**config.mk**
```make
export PLATFORM = sky130hd
export DESIGN_NAME = mem_arbiter_flat
export DESIGN_NICKNAME = d
export VERILOG_FILES = /design/src/rtl/mem_arb_pkg.sv /design/src/rtl/mem_arbiter_if.sv /design/src/rtl/mem_arbiter_bus_timer.sv /design/src/rtl/mem_arbiter.sv /design/src/flat_wrapper.sv
export SDC_FILE = /design/constraint.sdc
export NUM_CORES = 1
export LEC_CHECK = 0
export BUFFER_PORTS_ARGS = -buffer_cell sky130_fd_sc_hd__clkbuf_2
export CORE_AREA = 2 2 106 108
export DETAILED_ROUTE_END_ITERATION = 7
export DIE_AREA = 0 0 108 110
export GPL_TIMING_DRIVEN = 1
export MAX_ROUTING_LAYER = met4
export PLACE_DENSITY = 0.79
export SETUP_SLACK_MARGIN = 0.3
export SKIP_LAST_GASP = 1
export SYNTH_ARGS = -nofsm -noshare
export SYNTH_HDL_FRONTEND = slang
export SYNTH_SLANG_ARGS = --single-unit
```
**constraint.sdc**
```tcl
create_clock -name clock -period 2.2 [get_ports clock]
set_input_delay 0 -clock clock [delete_from_list [all_inputs] [get_ports clock]]
set_output_delay 0 -clock clock [all_outputs]
set_load 0.02 [all_outputs]
```
**src/rtl/mem_arb_pkg.sv**
```systemverilog
// rtl/mem_arb_pkg.sv - shared encodings and defaults for the memory arbiter
package mem_arb_pkg;

    // Arbiter FSM states
    typedef enum logic [1:0] {
        ARB_IDLE   = 2'd0,
        ARB_BUSY_I = 2'd1,
        ARB_BUSY_D = 2'd2
    } arb_state_t;

    // Which requester received the most recent grant
    typedef enum logic {
        GNT_I = 1'b0,
        GNT_D = 1'b1
    } gnt_t;

    localparam int DEFAULT_TIMEOUT = 255;
    localparam int DEFAULT_TO_W    = 8;

endpackage

```
**src/rtl/mem_arbiter_if.sv**
```systemverilog
// rtl/mem_arbiter_if.sv - fetch/data request ports and shared memory bus
interface mem_arbiter_if #(
    parameter int XLEN = 32
);
    // Instruction-fetch port
    logic            if_req;
    logic [XLEN-1:0] if_addr;
    logic            if_ready;
    logic [31:0]     if_rdata;
    logic            if_stall;

    // Data load/store port
    logic            d_req;
    logic            d_we;
    logic [XLEN-1:0] d_addr;
    logic [XLEN-1:0] d_wdata;
    logic            d_ready;
    logic [XLEN-1:0] d_rdata;
    logic            d_stall;
    logic            bus_err;

    // Single-port memory bus
    logic            m_req;
    logic            m_we;
    logic [XLEN-1:0] m_addr;
    logic [XLEN-1:0] m_wdata;
    logic            m_ack;
    logic [XLEN-1:0] m_rdata;

    // Arbiter view: owns the memory bus and the ready/stall responses
    modport master (
        input  if_req, if_addr, d_req, d_we, d_addr, d_wdata, m_ack, m_rdata,
        output if_ready, if_rdata, if_stall, d_ready, d_rdata, d_stall, bus_err,
        output m_req, m_we, m_addr, m_wdata
    );

    // Environment view: pipeline requesters plus the memory slave
    modport slave (
        output if_req, if_addr, d_req, d_we, d_addr, d_wdata, m_ack, m_rdata,
        input  if_ready, if_rdata, if_stall, d_ready, d_rdata, d_stall, bus_err,
        input  m_req, m_we, m_addr, m_wdata
    );

endinterface

```
**src/rtl/mem_arbiter_bus_timer.sv**
```systemverilog
// rtl/mem_arbiter_bus_timer.sv - watchdog counter flagging an unacknowledged bus access
module bus_timer
    import mem_arb_pkg::*;
#(
    parameter int TO_W    = DEFAULT_TO_W,
    parameter int TIMEOUT = DEFAULT_TIMEOUT
) (
    input  logic clk,
    input  logic rst_n,
    input  logic clear,
    input  logic enable,
    output logic expired
);
    localparam logic [TO_W-1:0] LIMIT = TO_W'(TIMEOUT);

    logic [TO_W-1:0] cnt;

    // Count enabled cycles; clear has priority so the owner can restart per access
    always_ff @(posedge clk or negedge rst_n) begin
        if (!rst_n) begin
            cnt <= '0;
        end else if (clear) begin
            cnt <= '0;
        end else if (enable) begin
            cnt <= cnt + 1'b1;
        end
    end

    // The owner clears on expiry, so the counter never wraps past LIMIT
    assign expired = (cnt == LIMIT);

endmodule

```
**src/rtl/mem_arbiter.sv**
```systemverilog
// rtl/mem_arbiter.sv - round-robin fetch/data arbiter for a single-port memory bus
module mem_arbiter
    import mem_arb_pkg::*;
#(
    parameter int XLEN    = 32,
    parameter int TIMEOUT = DEFAULT_TIMEOUT,
    parameter int TO_W    = DEFAULT_TO_W
) (
    input  logic          clock,
    input  logic          reset,
    mem_arbiter_if.master bus
);
    arb_state_t      state;
    gnt_t            last_grant;
    logic            m_req_q;
    logic            m_we_q;
    logic [XLEN-1:0] addr_q;
    logic [XLEN-1:0] wdata_q;

    logic busy_i;
    logic busy_d;
    logic busy;
    logic expired;
    logic done;
    logic grant_d;
    logic if_ready_w;
    logic d_ready_w;

    assign busy_i = (state == ARB_BUSY_I);
    assign busy_d = (state == ARB_BUSY_D);
    assign busy   = busy_i | busy_d;

    // An access ends on ack or on watchdog expiry; ack wins when both coincide
    assign done = busy & (bus.m_ack | expired);

    // Data wins when alone, or on a tie when fetch was granted last
    assign grant_d = bus.d_req & (~bus.if_req | (last_grant == GNT_I));

    bus_timer #(
        .TO_W    (TO_W),
        .TIMEOUT (TIMEOUT)
    ) u_timer (
        .clk     (clock),
        .rst_n   (reset),
        .clear   (~busy | done),
        .enable  (busy),
        .expired (expired)
    );

    // Arbiter FSM: grant from IDLE, latch the winner's request, hold it until done
    always_ff @(posedge clock or negedge reset) begin
        if (!reset) begin
            state      <= ARB_IDLE;
            last_grant <= GNT_I;
            m_req_q    <= 1'b0;
            m_we_q     <= 1'b0;
            addr_q     <= '0;
            wdata_q    <= '0;
        end else begin
            case (state)
                ARB_IDLE: begin
                    if (grant_d) begin
                        state      <= ARB_BUSY_D;
                        last_grant <= GNT_D;
                        m_req_q    <= 1'b1;
                        m_we_q     <= bus.d_we;
                        addr_q     <= bus.d_addr;
                        wdata_q    <= bus.d_wdata;
                    end else if (bus.if_req) begin
                        state      <= ARB_BUSY_I;
                        last_grant <= GNT_I;
                        m_req_q    <= 1'b1;
                        m_we_q     <= 1'b0;
                        addr_q     <= bus.if_addr;
                    end
                end
                ARB_BUSY_I, ARB_BUSY_D: begin
                    if (done) begin
                        state   <= ARB_IDLE;
                        m_req_q <= 1'b0;
                    end
                end
                default: begin
                    state   <= ARB_IDLE;
                    m_req_q <= 1'b0;
                end
            endcase
        end
    end

    assign bus.m_req   = m_req_q;
    assign bus.m_we    = m_we_q;
    assign bus.m_addr  = addr_q;
    assign bus.m_wdata = wdata_q;

    // Completion is combinational so the pipeline sees ready in the ack cycle
    assign if_ready_w = busy_i & (bus.m_ack | expired);
    assign d_ready_w  = busy_d & (bus.m_ack | expired);

    assign bus.if_ready = if_ready_w;
    assign bus.d_ready  = d_ready_w;
    assign bus.bus_err  = busy & expired & ~bus.m_ack;

    // Read data is zeroed on an aborted access so a timeout never leaks stale bus data
    assign bus.if_rdata = (busy_i & bus.m_ack) ? bus.m_rdata[31:0] : 32'h0;
    assign bus.d_rdata  = (busy_d & bus.m_ack) ? bus.m_rdata : '0;

    assign bus.if_stall = bus.if_req & ~if_ready_w;
    assign bus.d_stall  = bus.d_req & ~d_ready_w;

endmodule

```
**src/flat_wrapper.sv**
```systemverilog
// flat-port wrapper written by rule: the top's interface ports become plain ports
module mem_arbiter_flat import mem_arb_pkg::*;
#(
    parameter int XLEN    = 32,
    parameter int TIMEOUT = DEFAULT_TIMEOUT,
    parameter int TO_W    = DEFAULT_TO_W
)
  (clock, reset, bus_if_req, bus_if_addr, bus_d_req, bus_d_we, bus_d_addr, bus_d_wdata, bus_m_ack, bus_m_rdata, bus_if_ready, bus_if_rdata, bus_if_stall, bus_d_ready, bus_d_rdata, bus_d_stall, bus_bus_err, bus_m_req, bus_m_we, bus_m_addr, bus_m_wdata);
  mem_arbiter_if #(.XLEN(XLEN)) bus_i ();
  input  logic clock;
  input  logic reset;
  input wire logic [$bits(bus_i.if_req)-1:0] bus_if_req;
  input wire logic [$bits(bus_i.if_addr)-1:0] bus_if_addr;
  input wire logic [$bits(bus_i.d_req)-1:0] bus_d_req;
  input wire logic [$bits(bus_i.d_we)-1:0] bus_d_we;
  input wire logic [$bits(bus_i.d_addr)-1:0] bus_d_addr;
  input wire logic [$bits(bus_i.d_wdata)-1:0] bus_d_wdata;
  input wire logic [$bits(bus_i.m_ack)-1:0] bus_m_ack;
  input wire logic [$bits(bus_i.m_rdata)-1:0] bus_m_rdata;
  output wire logic [$bits(bus_i.if_ready)-1:0] bus_if_ready;
  output wire logic [$bits(bus_i.if_rdata)-1:0] bus_if_rdata;
  output wire logic [$bits(bus_i.if_stall)-1:0] bus_if_stall;
  output wire logic [$bits(bus_i.d_ready)-1:0] bus_d_ready;
  output wire logic [$bits(bus_i.d_rdata)-1:0] bus_d_rdata;
  output wire logic [$bits(bus_i.d_stall)-1:0] bus_d_stall;
  output wire logic [$bits(bus_i.bus_err)-1:0] bus_bus_err;
  output wire logic [$bits(bus_i.m_req)-1:0] bus_m_req;
  output wire logic [$bits(bus_i.m_we)-1:0] bus_m_we;
  output wire logic [$bits(bus_i.m_addr)-1:0] bus_m_addr;
  output wire logic [$bits(bus_i.m_wdata)-1:0] bus_m_wdata;
  assign bus_i.if_req = bus_if_req;
  assign bus_i.if_addr = bus_if_addr;
  assign bus_i.d_req = bus_d_req;
  assign bus_i.d_we = bus_d_we;
  assign bus_i.d_addr = bus_d_addr;
  assign bus_i.d_wdata = bus_d_wdata;
  assign bus_i.m_ack = bus_m_ack;
  assign bus_i.m_rdata = bus_m_rdata;
  assign bus_if_ready = bus_i.if_ready;
  assign bus_if_rdata = bus_i.if_rdata;
  assign bus_if_stall = bus_i.if_stall;
  assign bus_d_ready = bus_i.d_ready;
  assign bus_d_rdata = bus_i.d_rdata;
  assign bus_d_stall = bus_i.d_stall;
  assign bus_bus_err = bus_i.bus_err;
  assign bus_m_req = bus_i.m_req;
  assign bus_m_we = bus_i.m_we;
  assign bus_m_addr = bus_i.m_addr;
  assign bus_m_wdata = bus_i.m_wdata;
  mem_arbiter #(.XLEN(XLEN), .TIMEOUT(TIMEOUT), .TO_W(TO_W)) u_core (.clock(clock), .reset(reset), .bus(bus_i));
endmodule
```
# Yosys cells after proc, flatten, opt, wreduce, memory -nomap -nowiden
# Index checks and enable logic that the tools add are counted.
# totals
reg_bits,77
out_inout_bits,135
wordCells,57
# classes
n_addsub,1
n_eq_ne,5
n_mux,17
bitwise,20
reduce_logical,7
# op_table
cell,count
two-way mux 32 bit,4
two-way mux 8 bit,2
AND 1 bit,10
"adder 8 x 1 -> 8 bit, second input constant",1
"equality test 8 bit, second input constant",1
two-way mux 1 bit,6
two-way mux 2 bit,3
NOT 1 bit,6
AND reduction 2 bit,3
OR 1 bit,4
case mux 2 bit (2 select lines),1
nonzero test 2 bit,2
"inequality test 3 x 2 -> 1 bit, second input constant",1
"equality test 2 x 1 -> 1 bit, second input constant",1
"equality test 2 bit, second input constant",1
zero test 2 bit,1
"inequality test 2 x 1 -> 1 bit, second input constant",1
case mux 1 bit (2 select lines),1
OR reduction 2 bit,1

# Longest topological paths before layout
# logic_depth
depth_word,5
ltp_mapped,8
ltp_nobuf,6

# Hierarchy
# A second synthesis with hierarchy kept.
# unflattened
cells_unflattened,389
hier_area_um2,3908.7
# by_module_without_submodules
mod,n_inst,cells_each,area_each_um2,seq_area_each_um2
mem_arbiter,1,350,3512.1,1726.7
bus_timer,1,39,396.6,200.2

# Least setup slack after synthesis
# No wires, ideal clock.
# synth_timing
kind,reg2reg
startpoint,register u_core.state[0]
endpoint,"register u_core.addr_q[8], in the netlist u_core.bus.m_addr[8]"
setup_ns,0.136
t_arrival_ns,1.349
slack_ns,0.715
path_stages_with_launch,9
period_less_slack_ns,1.485
cell_sequence,dfrtp_1 -> inv_1 -> ha_1 -> clkbuf_2 -> o21ai_0 -> buf_2 -> buf_2 -> nand2_1 -> o21ai_0
# synth_between
elab_chain_cells,2
# synth_lines
item,line,text
"start, declared",mem_arbiter.sv:13,arb_state_t state;
"start signal, assigned",mem_arbiter.sv:53,state <= ARB_IDLE;
"start signal, assigned",mem_arbiter.sv:63,state <= ARB_BUSY_D;
"start signal, assigned",mem_arbiter.sv:70,state <= ARB_BUSY_I;
zero test 2 bit,mem_arbiter.sv:60,case (state)
AND reduction 2 bit (no source line),n/a,
"end signal, assigned",mem_arbiter.sv:67,addr_q <= bus.d_addr;
"end signal, assigned",mem_arbiter.sv:74,addr_q <= bus.if_addr;
"end, declared",mem_arbiter.sv:17,logic [XLEN-1:0] addr_q;
# Every way passes these cells.
# A chain may end at the register's enable or synchronous reset.

# Final worst setup path
# layout_timing
startpoint,register u_core.last_grant
endpoint,"register u_core.addr_q[12], in the netlist u_core.bus.m_addr[12]"
# layout_between
elab_chain_cells,5
# layout_lines
item,line,text
"start, declared",mem_arbiter.sv:14,gnt_t last_grant;
"start signal, assigned",mem_arbiter.sv:54,last_grant <= GNT_I;
"start signal, assigned",mem_arbiter.sv:64,last_grant <= GNT_D;
"start signal, assigned",mem_arbiter.sv:71,last_grant <= GNT_I;
NOT 1 bit (*),mem_arbiter.sv:37,assign grant_d = bus.d_req & (~bus.if_req | (last_grant == GNT_I));
OR 1 bit (*),mem_arbiter.sv:37,
AND 1 bit (*),mem_arbiter.sv:37,
nonzero test 2 bit (no source line),n/a,
AND reduction 2 bit (no source line),n/a,
# Every way passes the cells marked *; elsewhere a longest branch is shown, timed or not.

==> results.cfg <==
[cells_and_area]
fraction_of_final_layout_cells_with_drive_strength_greater_than_1 = 0.457
most-common-layout-cells = sky130_fd_sc_hd__clkbuf_2, sky130_fd_sc_hd__dlygate4sd3_1, sky130_fd_sc_hd__dfrtp_1
area_growth_syn_to_layout_pct = 67.3
n_fill_cell = 865
mostFrequentLayoutCell = sky130_fd_sc_hd__clkbuf_2
number_of_nets_at_the_end_of_the_flow = 849

[die]
chipHeight_um = 110
fp.coreArea_um2 = 10700
placementRows = 38
initial_utilization = 0.368
boundaryPins = 269
die_area_um2 = 11900
chipWidth_um = 108

[routing]
route.vias.total = 4135
detailedRoute.firstPassIterationCount = 4
detailedRoute.firstIterationViolations = 235
wl_per_cell_um = 15.8
routed_wl_mm = 13.6
detail_route.drc_violations = 0
ant_nets = 0
vias_per_cell = 4.82

[timing]
fin_worst_hold_slack_ps = 71.5
timing.fmax_ghz = 0.545
final_max_slew_viol_count = 0
grt_setup_unrepaired = yes
worst_clock_skew_ps = 7.65
maxSlewHeadroom = 0.342
setup_violations_final = 0
timing_hold_violations_final = 0
tightest_slew_ps = 987
fin_crit_sh = 0.834
fin_crit_ps = 1830
finalSetupTns_ps = 0

[synth]
postSynthCellCount = 356
mappedNetlistArea_um2 = 3940
synthDistinctLibCells = 37
synth.avg_cell_area_um2 = 11.1
ys_top_cells_by_area = sky130_fd_sc_hd__dfrtp_1, sky130_fd_sc_hd__mux2_4, sky130_fd_sc_hd__and3_1, sky130_fd_sc_hd__mux2i_1, sky130_fd_sc_hd__nand2_1
yosys.area.top_type = sky130_fd_sc_hd__dfrtp_1
ys_seq_elements = 77
syn_nets = 494
yosys_warns = 0
synth_largest_type_area_fraction = 0.490
yosysSeqAreaShare = 0.490

[grt]
first_global_vias = 4266
grt_antenna_before_repair = 0
grt_first_pass_wirelength_mm = 20.3
grt_overflow_total = 0
grt_usage = 0.228
pin_count_of_the_biggest_net_entering_global_routing = 78

[run]
max_cap_viol_count = 0

[critical_path]
criticalPathCategory = reg -> reg
critical_path.cell_chain = a21boi_4 -> buf_12 -> mux2i_1 -> dlygate4sd3_1 -> o21ai_1
worst_setup_path_end_kind = register
cp_data_arrival_time_ps = 2050
crit_buf_inv = 2
cp-start-kind = register
timing.critical_path.slowest_cell_delay_ps = 590
cell_class_contributing_the_biggest_share_of_worst_path_delay = buffers and inverters
path_max_fanout = 11
crit_path_top_delay_cell = sky130_fd_sc_hd__dlygate4sd3_1
critical_path_required_ps = 2420

[cts]
cts-htree-levels = 3
cts.reportedPaths.clkPinSlew_ps = 80
cts_root_buffer = sky130_fd_sc_hd__clkbuf_8
cts_tree = built
cts.sinks = 77
clock_path_buffers = 2
clock_latency_ps = 350
tritoncts_buffer_count = 9

[pwr]
share_seq_of_total_power = 0.331
power.density_nw_per_um2 = 1140
final_total_pwr_mw = 7.50
power.combinational.fraction = 0.522
power_dissipated_by_switching_net_loads_mw = 3.27
share_clk_of_total_power = 0.146
switching_share = 0.436
power.static_leakage_nw = 3.71
worst_vdd_drop_v = 0.000685
cellInternalPower_mw = 4.23

[min_path]
worstHoldPathType = in -> reg

[placement]
port_buffers = 268
hpwlAfterDp_mm = 8.51
place_congestion = 0.774

[outcome]
run_status = completed
[kinds of logic after synthesis]
family	share of synthesized area
AOI/OAI and AO/OA	0.0693
adders and majority gates	0.0127
buffers and inverters	0.0448
DFF	0.490
muxes	0.201
and+or+nand+nor	0.174
xor gates and xnor gates	0.00890
[registers in the layout, summed over array words and instances (netlist names)]
register / cells
u_core.bus.m_req: 1
u_core.bus.m_we: 1
u_core.u_timer.cnt: 8
u_core.last_grant: 1
u_core.bus.m_addr: 32
u_core.bus.m_wdata: 32
u_core.state: 2
[synth_stat cells, drive strengths merged]
library cell and number:
dfrtp 77, and3 65, nand2 37, o21ai 37, mux2 32, mux2i 32
clkbuf 18, buf 12, nor2 9, ha 4, inv 3, nand3 3
a21oi 2, and4 2, nand2b 2, nand4 2, nor2b 2, o21a 2
xnor2 2, xor2 2, a21boi 1, a21o 1, a22oi 1, a32o 1
a41oi 1, and2 1, nand4b 1, nor3 1, nor3b 1, o221ai 1
o22a 1
[worst paths after layout]
| path | endpoint | cells past startpoint | startpoint | slack, ps |
|---|---|---|---|---|
| max in group asynchronous | u_core.u_timer.cnt[4]$_DFFE_PN0P_ | 2 | reset | 1200 |
| worst min-delay path | u_core.state[0]$_DFFE_PN0P_ | 2 | bus_d_req | 70 |
| worst max-delay path | u_core.bus.m_addr[12]$_DFFE_PN0P_ | 5 | u_core.last_grant$_DFFE_PN0P_ | 370 |
| worst max register to register | u_core.bus.m_addr[12]$_DFFE_PN0P_ | 5 | u_core.last_grant$_DFFE_PN0P_ | 370 |
| worst min register to register | u_core.bus.m_addr[25]$_DFFE_PN0P_ | 2 | u_core.bus.m_addr[25]$_DFFE_PN0P_ | 490 |
| min in group asynchronous | u_core.bus.m_addr[16]$_DFFE_PN0P_ | 2 | reset | 320 |
[timing repair]
item | in CTS | in global routing
gates resized for setup | 0 | 4
setup endpoints to repair | 0 | 6
setup buffers | 0 | 1
endpoints found under the hold margin | 142 | 0
hold buffers | 98 | 0
[stage by stage]
step,area (um2),cells,setup WS (ps),utilization
2_1_floorplan,3940,356,715,-
3_3_place_gp,5370,741,565,0.502
3_5_place_dp,5370,741,498,0.502
4_1_cts,6550,855,353,0.613
5_1_grt,6580,856,283,0.615
6_report,6580,858,365,0.615
[power by group through the flow]
stage               logic [mW]  clock network [mW]  registers [mW]
floorplan                 1.74                   0            3.18
global placement          3.61                   0            2.47
detailed placement        3.74                   0            2.48
CTS                       3.88                1.12            2.48
global route              4.20                1.17            2.56
finish                    3.92                1.10            2.49
[routing by layer]
layer	part of all wire	wire length (um)	global-route usage
met1	0.38	5120	0.247
met2	0.53	7190	0.398
met3	0.062	843	0.0429
met4	0.032	436	0.125
met5	0	0	-
[layout make-up]
type / instances / area, um2 / area share
antenna: 2 / 5.00 / 0.000760
clock buffer: 10 / 128 / 0.0194
clock inverter: 6 / 71.3 / 0.0108
inverter: 3 / 11.3 / 0.00171
multi-input combinational: 246 / 1860 / 0.282
sequential: 77 / 1930 / 0.293
tap: 140 / 175 / 0.0266
timing repair buffer: 374 / 2410 / 0.366
No activity file was read; power rests on OpenSTA's default activity.
